$ cat src/rtl/nibble_sequencer_pkg.sv
// Shared types and constants for the Zigbee TX nibble sequencer.
// Holds the FSM state encoding and the nibble-ordering helper.
package nibble_sequencer_pkg;

  localparam int LANE_COUNT        = 4;
  localparam int SEL_W             = 2;
  localparam bit LSB_FIRST_DEFAULT = 1'b1;

  typedef enum logic [1:0] {
    ST_IDLE,
    ST_FIRST,
    ST_SECOND
  } state_e;

  function automatic logic [3:0] pick_nibble(input logic [7:0] b, input logic take_low);
    return take_low ? b[3:0] : b[7:4];
  endfunction

endpackage

$ cat src/rtl/nibble_sequencer_if.sv
// Byte-in / nibble-out bundle between the byte feeder, the sequencer and the demux.
// The master drives bytes and flow control; the slave (the sequencer) drives symbols.
interface nibble_sequencer_if;
  import nibble_sequencer_pkg::*;

  logic [7:0]       inByte;
  logic             inByteValid;
  logic             outByteReady;
  logic             inHold;
  logic             inFlush;
  logic [3:0]       outNibble;
  logic [SEL_W-1:0] outSel;
  logic             outNibbleValid;
  logic             outWordDone;
  logic             outBusy;

  modport master (
    output inByte, inByteValid, inHold, inFlush,
    input  outByteReady, outNibble, outSel, outNibbleValid, outWordDone, outBusy
  );

  modport slave (
    input  inByte, inByteValid, inHold, inFlush,
    output outByteReady, outNibble, outSel, outNibbleValid, outWordDone, outBusy
  );

endinterface

$ cat src/rtl/nibble_sequencer.sv
// Splits accepted bytes into two nibbles and walks a persistent 4-lane select,
// flagging the lane-3 nibble as the end of a 16-bit demux word.
module nibble_sequencer
  import nibble_sequencer_pkg::*;
#(
  parameter bit LSB_FIRST = LSB_FIRST_DEFAULT,
  parameter int LANES     = LANE_COUNT
) (
  input  logic              inClock,
  input  logic              inResetN,
  nibble_sequencer_if.slave bus
);

  state_e           state_q, state_d;
  logic [SEL_W-1:0] lane_q,  lane_d;
  logic [7:0]       buf_q,   buf_d;

  logic ready;
  logic accept;
  logic nibble_valid;

  assign nibble_valid = (state_q != ST_IDLE);

  // Ready is held low during reset so nothing can slip in while the block is cleared.
  assign ready  = inResetN & ~bus.inHold & ~bus.inFlush &
                  ((state_q == ST_IDLE) | (state_q == ST_SECOND));
  assign accept = bus.inByteValid & ready;

  // NOTE: every variable driven here gets its hold value first, so no path can infer a latch.
  always_comb begin
    state_d = state_q;
    lane_d  = lane_q;
    buf_d   = buf_q;

    if (accept) buf_d = bus.inByte;

    case (state_q)
      ST_IDLE:   if (accept)       state_d = ST_FIRST;
      ST_FIRST:  if (!bus.inHold)  state_d = ST_SECOND;
      ST_SECOND: if (!bus.inHold)  state_d = accept ? ST_FIRST : ST_IDLE;
      default:                     state_d = ST_IDLE;
    endcase

    // The lane survives idle gaps so one demux word may span separated bytes.
    if (nibble_valid && !bus.inHold) lane_d = lane_q + SEL_W'(1);

    if (bus.inFlush) begin
      state_d = ST_IDLE;
      lane_d  = '0;
    end
  end

  // NOTE: state uses non-blocking assignments and an asynchronous clear, so outputs drop the moment reset asserts.
  always_ff @(posedge inClock or negedge inResetN) begin
    if (!inResetN) begin
      state_q <= ST_IDLE;
      lane_q  <= '0;
      buf_q   <= 8'h00;
    end else begin
      state_q <= state_d;
      lane_q  <= lane_d;
      buf_q   <= buf_d;
    end
  end

  assign bus.outByteReady   = ready;
  assign bus.outNibbleValid = nibble_valid;
  assign bus.outSel         = lane_q;
  assign bus.outNibble      = nibble_valid ?
                              pick_nibble(buf_q, (state_q == ST_FIRST) == LSB_FIRST) : 4'h0;
  assign bus.outWordDone    = nibble_valid & (lane_q == SEL_W'(LANES - 1));
  assign bus.outBusy        = nibble_valid | (lane_q != '0);

endmodule

$ cat src/flat_wrapper.sv
// flat-port wrapper written by rule: the top's interface ports become plain ports
module nibble_sequencer_flat import nibble_sequencer_pkg::*;
#(
  parameter bit LSB_FIRST = LSB_FIRST_DEFAULT,
  parameter int LANES     = LANE_COUNT
)
  (inClock, inResetN, bus_inByte, bus_inByteValid, bus_inHold, bus_inFlush, bus_outByteReady, bus_outNibble, bus_outSel, bus_outNibbleValid, bus_outWordDone, bus_outBusy);
  nibble_sequencer_if bus_i ();
  input  logic inClock;
  input  logic inResetN;
  input wire logic [$bits(bus_i.inByte)-1:0] bus_inByte;
  input wire logic [$bits(bus_i.inByteValid)-1:0] bus_inByteValid;
  input wire logic [$bits(bus_i.inHold)-1:0] bus_inHold;
  input wire logic [$bits(bus_i.inFlush)-1:0] bus_inFlush;
  output wire logic [$bits(bus_i.outByteReady)-1:0] bus_outByteReady;
  output wire logic [$bits(bus_i.outNibble)-1:0] bus_outNibble;
  output wire logic [$bits(bus_i.outSel)-1:0] bus_outSel;
  output wire logic [$bits(bus_i.outNibbleValid)-1:0] bus_outNibbleValid;
  output wire logic [$bits(bus_i.outWordDone)-1:0] bus_outWordDone;
  output wire logic [$bits(bus_i.outBusy)-1:0] bus_outBusy;
  assign bus_i.inByte = bus_inByte;
  assign bus_i.inByteValid = bus_inByteValid;
  assign bus_i.inHold = bus_inHold;
  assign bus_i.inFlush = bus_inFlush;
  assign bus_outByteReady = bus_i.outByteReady;
  assign bus_outNibble = bus_i.outNibble;
  assign bus_outSel = bus_i.outSel;
  assign bus_outNibbleValid = bus_i.outNibbleValid;
  assign bus_outWordDone = bus_i.outWordDone;
  assign bus_outBusy = bus_i.outBusy;
  nibble_sequencer #(.LSB_FIRST(LSB_FIRST), .LANES(LANES)) u_core (.inClock(inClock), .inResetN(inResetN), .bus(bus_i));
endmodule
$ cat config.mk
export PLATFORM = sky130hd
export DESIGN_NAME = nibble_sequencer_flat
export DESIGN_NICKNAME = d
export VERILOG_FILES = /design/src/rtl/nibble_sequencer_pkg.sv /design/src/rtl/nibble_sequencer_if.sv /design/src/rtl/nibble_sequencer.sv /design/src/flat_wrapper.sv
export SDC_FILE = /design/constraint.sdc
export NUM_CORES = 1
export LEC_CHECK = 0
export ABC_AREA = 1
export CAP_MARGIN = 20
export CORE_MARGIN = 1.5
export CORE_UTILIZATION = 46
export CTS_CLUSTER_SIZE = 30
export DETAILED_ROUTE_END_ITERATION = 8
export GPL_TIMING_DRIVEN = 0
export PLACE_DENSITY = 0.78
export SYNTH_ARGS = -nofsm -noshare
export SYNTH_HDL_FRONTEND = slang
export SYNTH_SLANG_ARGS = --single-unit
$ cat constraint.sdc
create_clock -name inClock -period 1.4 [get_ports inClock]
set_input_delay 0.21 -clock inClock [delete_from_list [all_inputs] [get_ports inClock]]
set_output_delay 0.21 -clock inClock [all_outputs]
set_load 0.005 [all_outputs]
[Yosys cells after proc, flatten, opt, wreduce, memory -nomap -nowiden]
Cells that the tools add are included.
Storage, ports and cells
  flip-flop bits (word level): 12
  bits of input ports: 13
  output and inout port bits: 10
  word-level logic and storage cells: 36
Operators by class
  $add $sub $neg: 1
  muxes and demuxes: 10
  bitwise operators: 9
  equal/unequal tests: 6
  reductions and logical operators: 7
Operators by type and width (number)
  2-to-1 mux 2 bit: 6
  2-to-1 mux 4 bit: 2
  != test 3 bit, second input constant: 2
  one-hot mux 2 bit (3 select lines): 1
  nonzero test 2 bit: 3
  AND 1 bit: 5
  equality test 2 bit, second input constant: 2
  != test 3 x 2 -> 1 bit, second input constant: 1
  AND reduction 3 bit: 1
  adder 2 x 1 -> 2 bit, second input constant: 1
  equality test 2 x 1 -> 1 bit, second input constant: 1
  zero test 2 bit: 1
  NOT 1 bit: 2
  OR 1 bit: 2
  logical AND 1 bit: 1
  zero test 1 bit: 1
  2-to-1 mux 1 bit: 1

[Longest topological paths before layout]
Gate-level depths: netlist of run 1.
  depth after elaboration: 9
  mapped depth: 5
  depth with buffers taken out: 5

[Worst setup path before layout of run 1]
Ideal clock, no wire load.
  kind: register -> output
  start point: register u_core.state_q[0]
  end point: output port bus_outNibble[0]
  setup slack: 0.438 ns
  stages on the path, launching flop included: 5
  path buffers: 0
  arrival time: 0.752 ns
  cell sequence: dfrtp_1 > inv_1 > nor2_2 > nand2_1 > nand2_1
On the way
  cells in the longest elaborated chain, start to end: 3
Ends and longest elaborated chain
  start, declared: line nibble_sequencer.sv:14  | state_e state_q, state_d;
  start signal, assigned: line nibble_sequencer.sv:60  | state_q <= state_d;
  equality test 2 x 1 -> 1 bit: line nibble_sequencer.sv:70  | pick_nibble(buf_q, (state_q == ST_FIRST) == LSB_FIRST) : 4'h0;
  2-to-1 mux 4 bit: line nibble_sequencer_pkg.sv:16  | return take_low ? b[3:0] : b[7:4];
  2-to-1 mux 4 bit (*): line nibble_sequencer.sv:69  | assign bus.outNibble = nibble_valid ?
  end, declared: line flat_wrapper.sv:16  | output wire logic [$bits(bus_i.outNibble)-1:0] bus_outNibble;
Every way passes the cells marked *; elsewhere a longest branch is shown, timed or not.

[Worst setup path after layout of run 1]
  start point: register u_core.state_q[1]
  end point: output port bus_outNibble[1]
Same word-level chain as after synthesis.

==> results of run 1 <==
-- sequential cells by signal (all words and copies together), names as in the netlist --
name	flops
u_core.buf_q	8
u_core.bus.outSel	2
u_core.state_q	2
-- critical path: stages (launching register included) --
cell     delay [ns]
dfrtp_2        0.43
buf_12         0.13
nor2_4         0.10
buf_4          0.12
buf_6          0.08
nand2_1        0.04
nand2_1        0.06
buf_2          0.11
-- synth_stat cells --
cell type	number	share of area
nor2_4	2	0.034
inv_2	1	0.0057
nor2_1	2	0.011
nand2_1	34	0.19
nand3_4	1	0.027
ha_1	2	0.038
inv_1	8	0.046
buf_6	1	0.017
nor2_2	1	0.0095
clkbuf_2	1	0.0076
dfrtp_1	12	0.46
nand4_1	9	0.086
nand2_2	2	0.019
nand3_1	5	0.038
and3_1	1	0.0095
-- repair_timing --
item                                    in CTS  in global routing
pin swaps                                    4                  1
setup buffers                               14                  4
resized for setup                           39                  8
endpoints found under the hold margin       12                  0
endpoints found under the setup margin      18                  7
hold buffers                                 1                  0
cloned                                       0                  0
-- cell type report --
class	instances	area, um^2
plain buffers	2	16.27
clock buffers	3	22.52
fillers	77	226.5
inverters	9	36.28
multi-input cells	59	334.1
flip-flops and latches	12	301.5
well taps	15	18.77
repair buffers	40	361.6
-- cells by family (layout without fill, tap and decap cells) --
family / after synthesis / in the layout / share of synthesized area
flip-flops: 12 / 12 / 0.4571
adder cells (fa/ha/maj): 2 / 2 / 0.03809
AND/OR/NAND/NOR: 57 / 57 / 0.4286
buffers and inverters: 11 / 54 / 0.07618
-- stage by stage --
| step | cells | util | cell area (um^2) | setup TNS (ns) |
|---|---|---|---|---|
| 2_1_floorplan | 82 | - | 656.9 | 0 |
| 3_3_place_gp | 118 | 0.6724 | 885.9 | -5.972 |
| 5_1_grt | 140 | 0.8281 | 1091 | -0.8432 |
| 6_report | 140 | 0.8281 | 1091 | -0.6246 |
| 3_5_place_dp | 118 | 0.6724 | 885.9 | -6.417 |
| 4_1_cts | 136 | 0.7844 | 1033 | -0.4385 |
-- per-layer routing --
metal  vias to the layer above  global-route usage
li1                        355                   -
met1                       345              0.3480
met2                        24              0.4102
met3                         7             0.03261
met4                         0              0.1000
met5                         -                   0
-- worst paths after layout --
kind	start	endpoint	slack [ns]	cells past startpoint
min	bus_inByteValid	u_core.buf_q[0]$_DFFE_PN0P_	0.32	3
min reg2reg	u_core.buf_q[4]$_DFFE_PN0P_	u_core.buf_q[4]$_DFFE_PN0P_	0.48	2
min in group asynchronous	inResetN	u_core.buf_q[3]$_DFFE_PN0P_	0.60	2
max	u_core.state_q[1]$_DFFE_PN0P_	bus_outNibble[1]	-0.14	7
max reg2reg	u_core.state_q[0]$_DFFE_PN0P_	u_core.buf_q[3]$_DFFE_PN0P_	0.20	5
max in group asynchronous	inResetN	u_core.state_q[1]$_DFFE_PN0P_	0.39	2
-- power groups by stage --
stage | Clock (mW) | Combinational [mW] | Sequential [mW]
floorplan | 0 | 0.0765 | 0.420
global placement | 0 | 0.149 | 0.424
detailed placement | 0 | 0.153 | 0.427
CTS | 0.217 | 0.174 | 0.420
global route | 0.226 | 0.205 | 0.426
finish | 0.217 | 0.188 | 0.422
==> results.sh, run 1 <==
export IMPL_final_common_cell="nand2_1"
export IMPL_cts_clk_slew_worst_paths_ns=0.08
export IMPL_violations="negative setup slack"
export IMPL_crit_required_ns=1.19
export IMPL_drc_errors=0
export IMPL_finalWorstSetupSlack_ns=-0.1418
export IMPL_drive_gt1_frac=0.3360
export IMPL_grt_overflow_total=0
export IMPL_die_w_um=40.79
export IMPL_fmax_mhz=648.6
export IMPL_yosysSeqAreaShare=0.4571
export IMPL_via_count=731
export IMPL_maxCapViolCount=0
export IMPL_cts_buffers=3
export IMPL_rows=13
export IMPL_critPathArrivalTime_ns=1.33
export IMPL_power_density_nw_per_um2=758.5
export IMPL_rsz0062_at_grt="true"
export IMPL_p_seq_frac=0.511
export IMPL_period_share=1.101
export IMPL_grt_pass1_vias=607
export IMPL_nets=142
export IMPL_syn_area_um2=656.9
export IMPL_final_hold_viol_count=0
export IMPL_core_um2=1318
export IMPL_p_int_mw=0.5883
export IMPL_p_comb_frac=0.227
export IMPL_worst_pin_slew_ns=0.5740
export IMPL_vdd_drop_max_uv=594.5
export IMPL_pre_cts_ws_ns=-0.6794
export IMPL_power_leakage_nw=0.5944
export IMPL_routedWlPerCell_um=14.06
export IMPL_worstPathMaxFanout=3
export IMPL_routed_wl_met3_um=62
export IMPL_p_sw_frac=0.2891
export IMPL_syn_to_final_growth_pct=66.10
export IMPL_total_power_mw=0.8276
export IMPL_dp_hpwl_mm=1.108
export IMPL_antenna_found_initial=0
export IMPL_post_route_min_period_ns=1.542
export IMPL_num_antenna_cells=0
export IMPL_met2_length_mm=1.020
export IMPL_clock_sinks=12
export IMPL_outcome="finished with violations"
export IMPL_p_sw_mw=0.2392
export IMPL_layout_common_cells="nand2_1 (32), buf_4 (11), dfrtp_1 (11)"
export IMPL_syn_area_per_cell_um2=8.011
export IMPL_grt_max_degree=13
export IMPL_cts_tree="built"
export IMPL_wirelength_met1_um=849
export IMPL_routed_top_layer="met4"
export IMPL_h_tree_depth=1
export IMPL_yosysWarnings=0
export IMPL_dieArea_um2=1664
export IMPL_ys_types=15
export IMPL_grt_use_total=0.2568
export IMPL_routed_wl_mm=1.969
export IMPL_holdWs_ns=0.3199
export IMPL_root_buffer="clkbuf_4"
export IMPL_grt_pass1_wl_mm=2.725
export IMPL_synthCells=82
export IMPL_syn_num_nets=97
export IMPL_clock_skew_ns=0.004154
export IMPL_first_pass_iters=4
export IMPL_io_pins=23
export IMPL_hold_path_class="in2reg"
export IMPL_endpoint_kind="output port"
export IMPL_synth_seq_cells=12
export IMPL_pwr_share_clk=0.262
export IMPL_worstSetupPathType="reg2out"
export IMPL_gp_congestion=0.6656
export IMPL_start_util=0.4986
export IMPL_start_kind="register"
export IMPL_ant_nets=0
export IMPL_setup_viol=6
export IMPL_drt_iter0_markers=34
export IMPL_portBuffers=21
export IMPL_cts_buffer_depth=2
export IMPL_die_h_um=40.79
export IMPL_clock_latency_ns=0.27
export IMPL_relSlewSlack=0.6161
export IMPL_routed_via_density=5.221
export IMPL_slew_viol_final=0
No activity file was read; power rests on OpenSTA's default activity.
==> inputs of run 2 (changes only) <==
Settings changed: PLACE_DENSITY 0.78 to 0.86.
==> results.sh, run 2 (synthesis gave the netlist of run 1 again) <==
export IMPL_outcome="completed"
export IMPL_power_density_nw_per_um2=860.4
export IMPL_dieArea_um2=1664
export IMPL_relSlewSlack=0.6423
export IMPL_power_leakage_nw=0.5728
export IMPL_clock_sinks=12
export IMPL_portBuffers=21
export IMPL_antenna_found_initial=0
export IMPL_setup_viol=0
export IMPL_dp_hpwl_um=988.5
export IMPL_io_pins=23
export IMPL_core_um2=1318
export IMPL_slew_viol_final=0
export IMPL_grt_overflow_total=0
export IMPL_nets=135
export IMPL_postPlaceCellArea_um2=885.9
export IMPL_ant_nets=0
export IMPL_holdWs_ns=0.3103
export IMPL_die_h_um=40.79
export IMPL_gp_congestion=0.7214
export IMPL_routedWlPerCell_um=11.25
export IMPL_rows=13
export IMPL_endpoint_kind="output port"
export IMPL_syn_to_final_growth_pct=53.14
export IMPL_cts_tree="built"
export IMPL_final_hold_viol_count=0
export IMPL_routed_via_density=4.910
export IMPL_vdd_drop_max_uv=516.0
export IMPL_place_inst=118
export IMPL_root_buffer="clkbuf_4"
export IMPL_first_pass_iters=4
export IMPL_top_register="u_core.buf_q"
export IMPL_cts_clk_slew_worst_paths_ns=0.08
export IMPL_worstSetupPathType="reg2out"
export IMPL_drc_errors=0
export IMPL_clock_skew_ns=0.004102
export IMPL_final_common_cell="nand2_1"
export IMPL_die_w_um=40.79
export IMPL_grt_pass1_wl_mm=2.290
export IMPL_start_util=0.4986
export IMPL_routed_wl_mm=1.507
export IMPL_layout_common_cells="nand2_1 (32), dfrtp_1 (11), nand4_1 (9), clkdlybuf4s50_1 (9), buf_4 (8)"
export IMPL_crit_required_ns=1.19
export IMPL_grt_max_degree=13
export IMPL_grt_pass1_vias=527
export IMPL_worstPathMaxFanout=4
export IMPL_cts_buffer_depth=2
export IMPL_post_route_min_period_ns=1.396
export IMPL_largest_reg_flops=8
export IMPL_num_antenna_cells=0
export IMPL_cts_buffers=3
export IMPL_hold_path_class="in2reg"
export IMPL_grt_use_total=0.2176
export IMPL_fin_cells=134
export IMPL_drt_iter0_markers=11
export IMPL_regToRegSetupSlack_ns=0.20
export IMPL_maxCapViolCount=0
export IMPL_start_kind="register"
export IMPL_finalSetupTns_ns=0
export IMPL_h_tree_depth=1
export IMPL_clock_latency_ns=0.28
export IMPL_total_power_mw=0.8655
export IMPL_finalWorstSetupSlack_ns=0.003744
export IMPL_critPathArrivalTime_ns=1.19
export IMPL_worst_pin_slew_ns=0.5348
export IMPL_utilization=0.7635
export IMPL_period_share=0.9973
export IMPL_via_count=658
export IMPL_post_route_cell_area_um2=1006
export IMPL_fmax_mhz=716.2
export IMPL_rsz0062_at_grt="true"
export IMPL_pre_cts_ws_ns=-0.6107
export IMPL_drive_gt1_frac=0.3193
[run 2: changes by cell type in the layout (fill, tap and decap cells not counted), sizes merged]
cell / before / now
dlygate4sd2: 4 / 2
buf: 24 / 18
dlymetal6s2s: 0 / 1
clkbuf: 4 / 7
clkdlybuf4s15: 3 / 1
[run 2: critical path: stages (launching register included)]
cell and delay (ns):
dfrtp_2 0.45, nor2_4 0.15, buf_6 0.11, nand2_2 0.03, nand2_1 0.06, buf_2 0.10
[run 2: power breakdown]
group / leakage (nW) / switching (mW) / internal (mW)
clock network: 0.0210 / 0.119 / 0.158
logic: 0.397 / 0.0830 / 0.0853
registers: 0.155 / 0.0267 / 0.393
total: 0.573 / 0.229 / 0.637
[run 2: layout make-up]
class | count | area (um^2)
Tap cell | 15 | 18.77
Fill cell | 89 | 311.5
Multi-Input combinational cell | 59 | 321.6
Timing Repair Buffer | 33 | 275.3
Clock buffer | 4 | 36.28
Inverter | 9 | 36.28
Sequential cell | 12 | 301.5
Buffer | 2 | 16.27
[run 2: what timing repair did]
action,4_1_cts,5_1_grt
setup endpoints to repair,19,9
resized for setup,39,10
hold endpoints to repair,12,0
pin swaps,3,4
cloned,0,0
setup buffers,11,2
hold buffers,1,0
[run 2: path summary, 6_finish.rpt]
kind / from / to / cells past startpoint
worst min register to register: u_core.buf_q[7]$_DFFE_PN0P_ / u_core.buf_q[7]$_DFFE_PN0P_ / 2
min in group asynchronous: inResetN / u_core.buf_q[6]$_DFFE_PN0P_ / 2
worst min-delay path: bus_inByteValid / u_core.buf_q[0]$_DFFE_PN0P_ / 3
worst max register to register: u_core.state_q[0]$_DFFE_PN0P_ / u_core.buf_q[1]$_DFFE_PN0P_ / 5
worst max-delay path: u_core.state_q[1]$_DFFE_PN0P_ / bus_outNibble[3] / 5
max in group asynchronous: inResetN / u_core.state_q[1]$_DFFE_PN0P_ / 2
[run 2: layer usage]
| layer | wire [um] | vias to the layer above | track usage | share of wire |
|---|---|---|---|---|
| met2 | 795 | 16 | 0.3438 | 0.53 |
| li1 | - | 338 | - | - |
| met1 | 644 | 302 | 0.2907 | 0.43 |
| met3 | 45 | 2 | 0.03261 | 0.030 |
| met5 | 0 | - | 0 | 0 |
| met4 | 21 | 0 | 0.1000 | 0.014 |
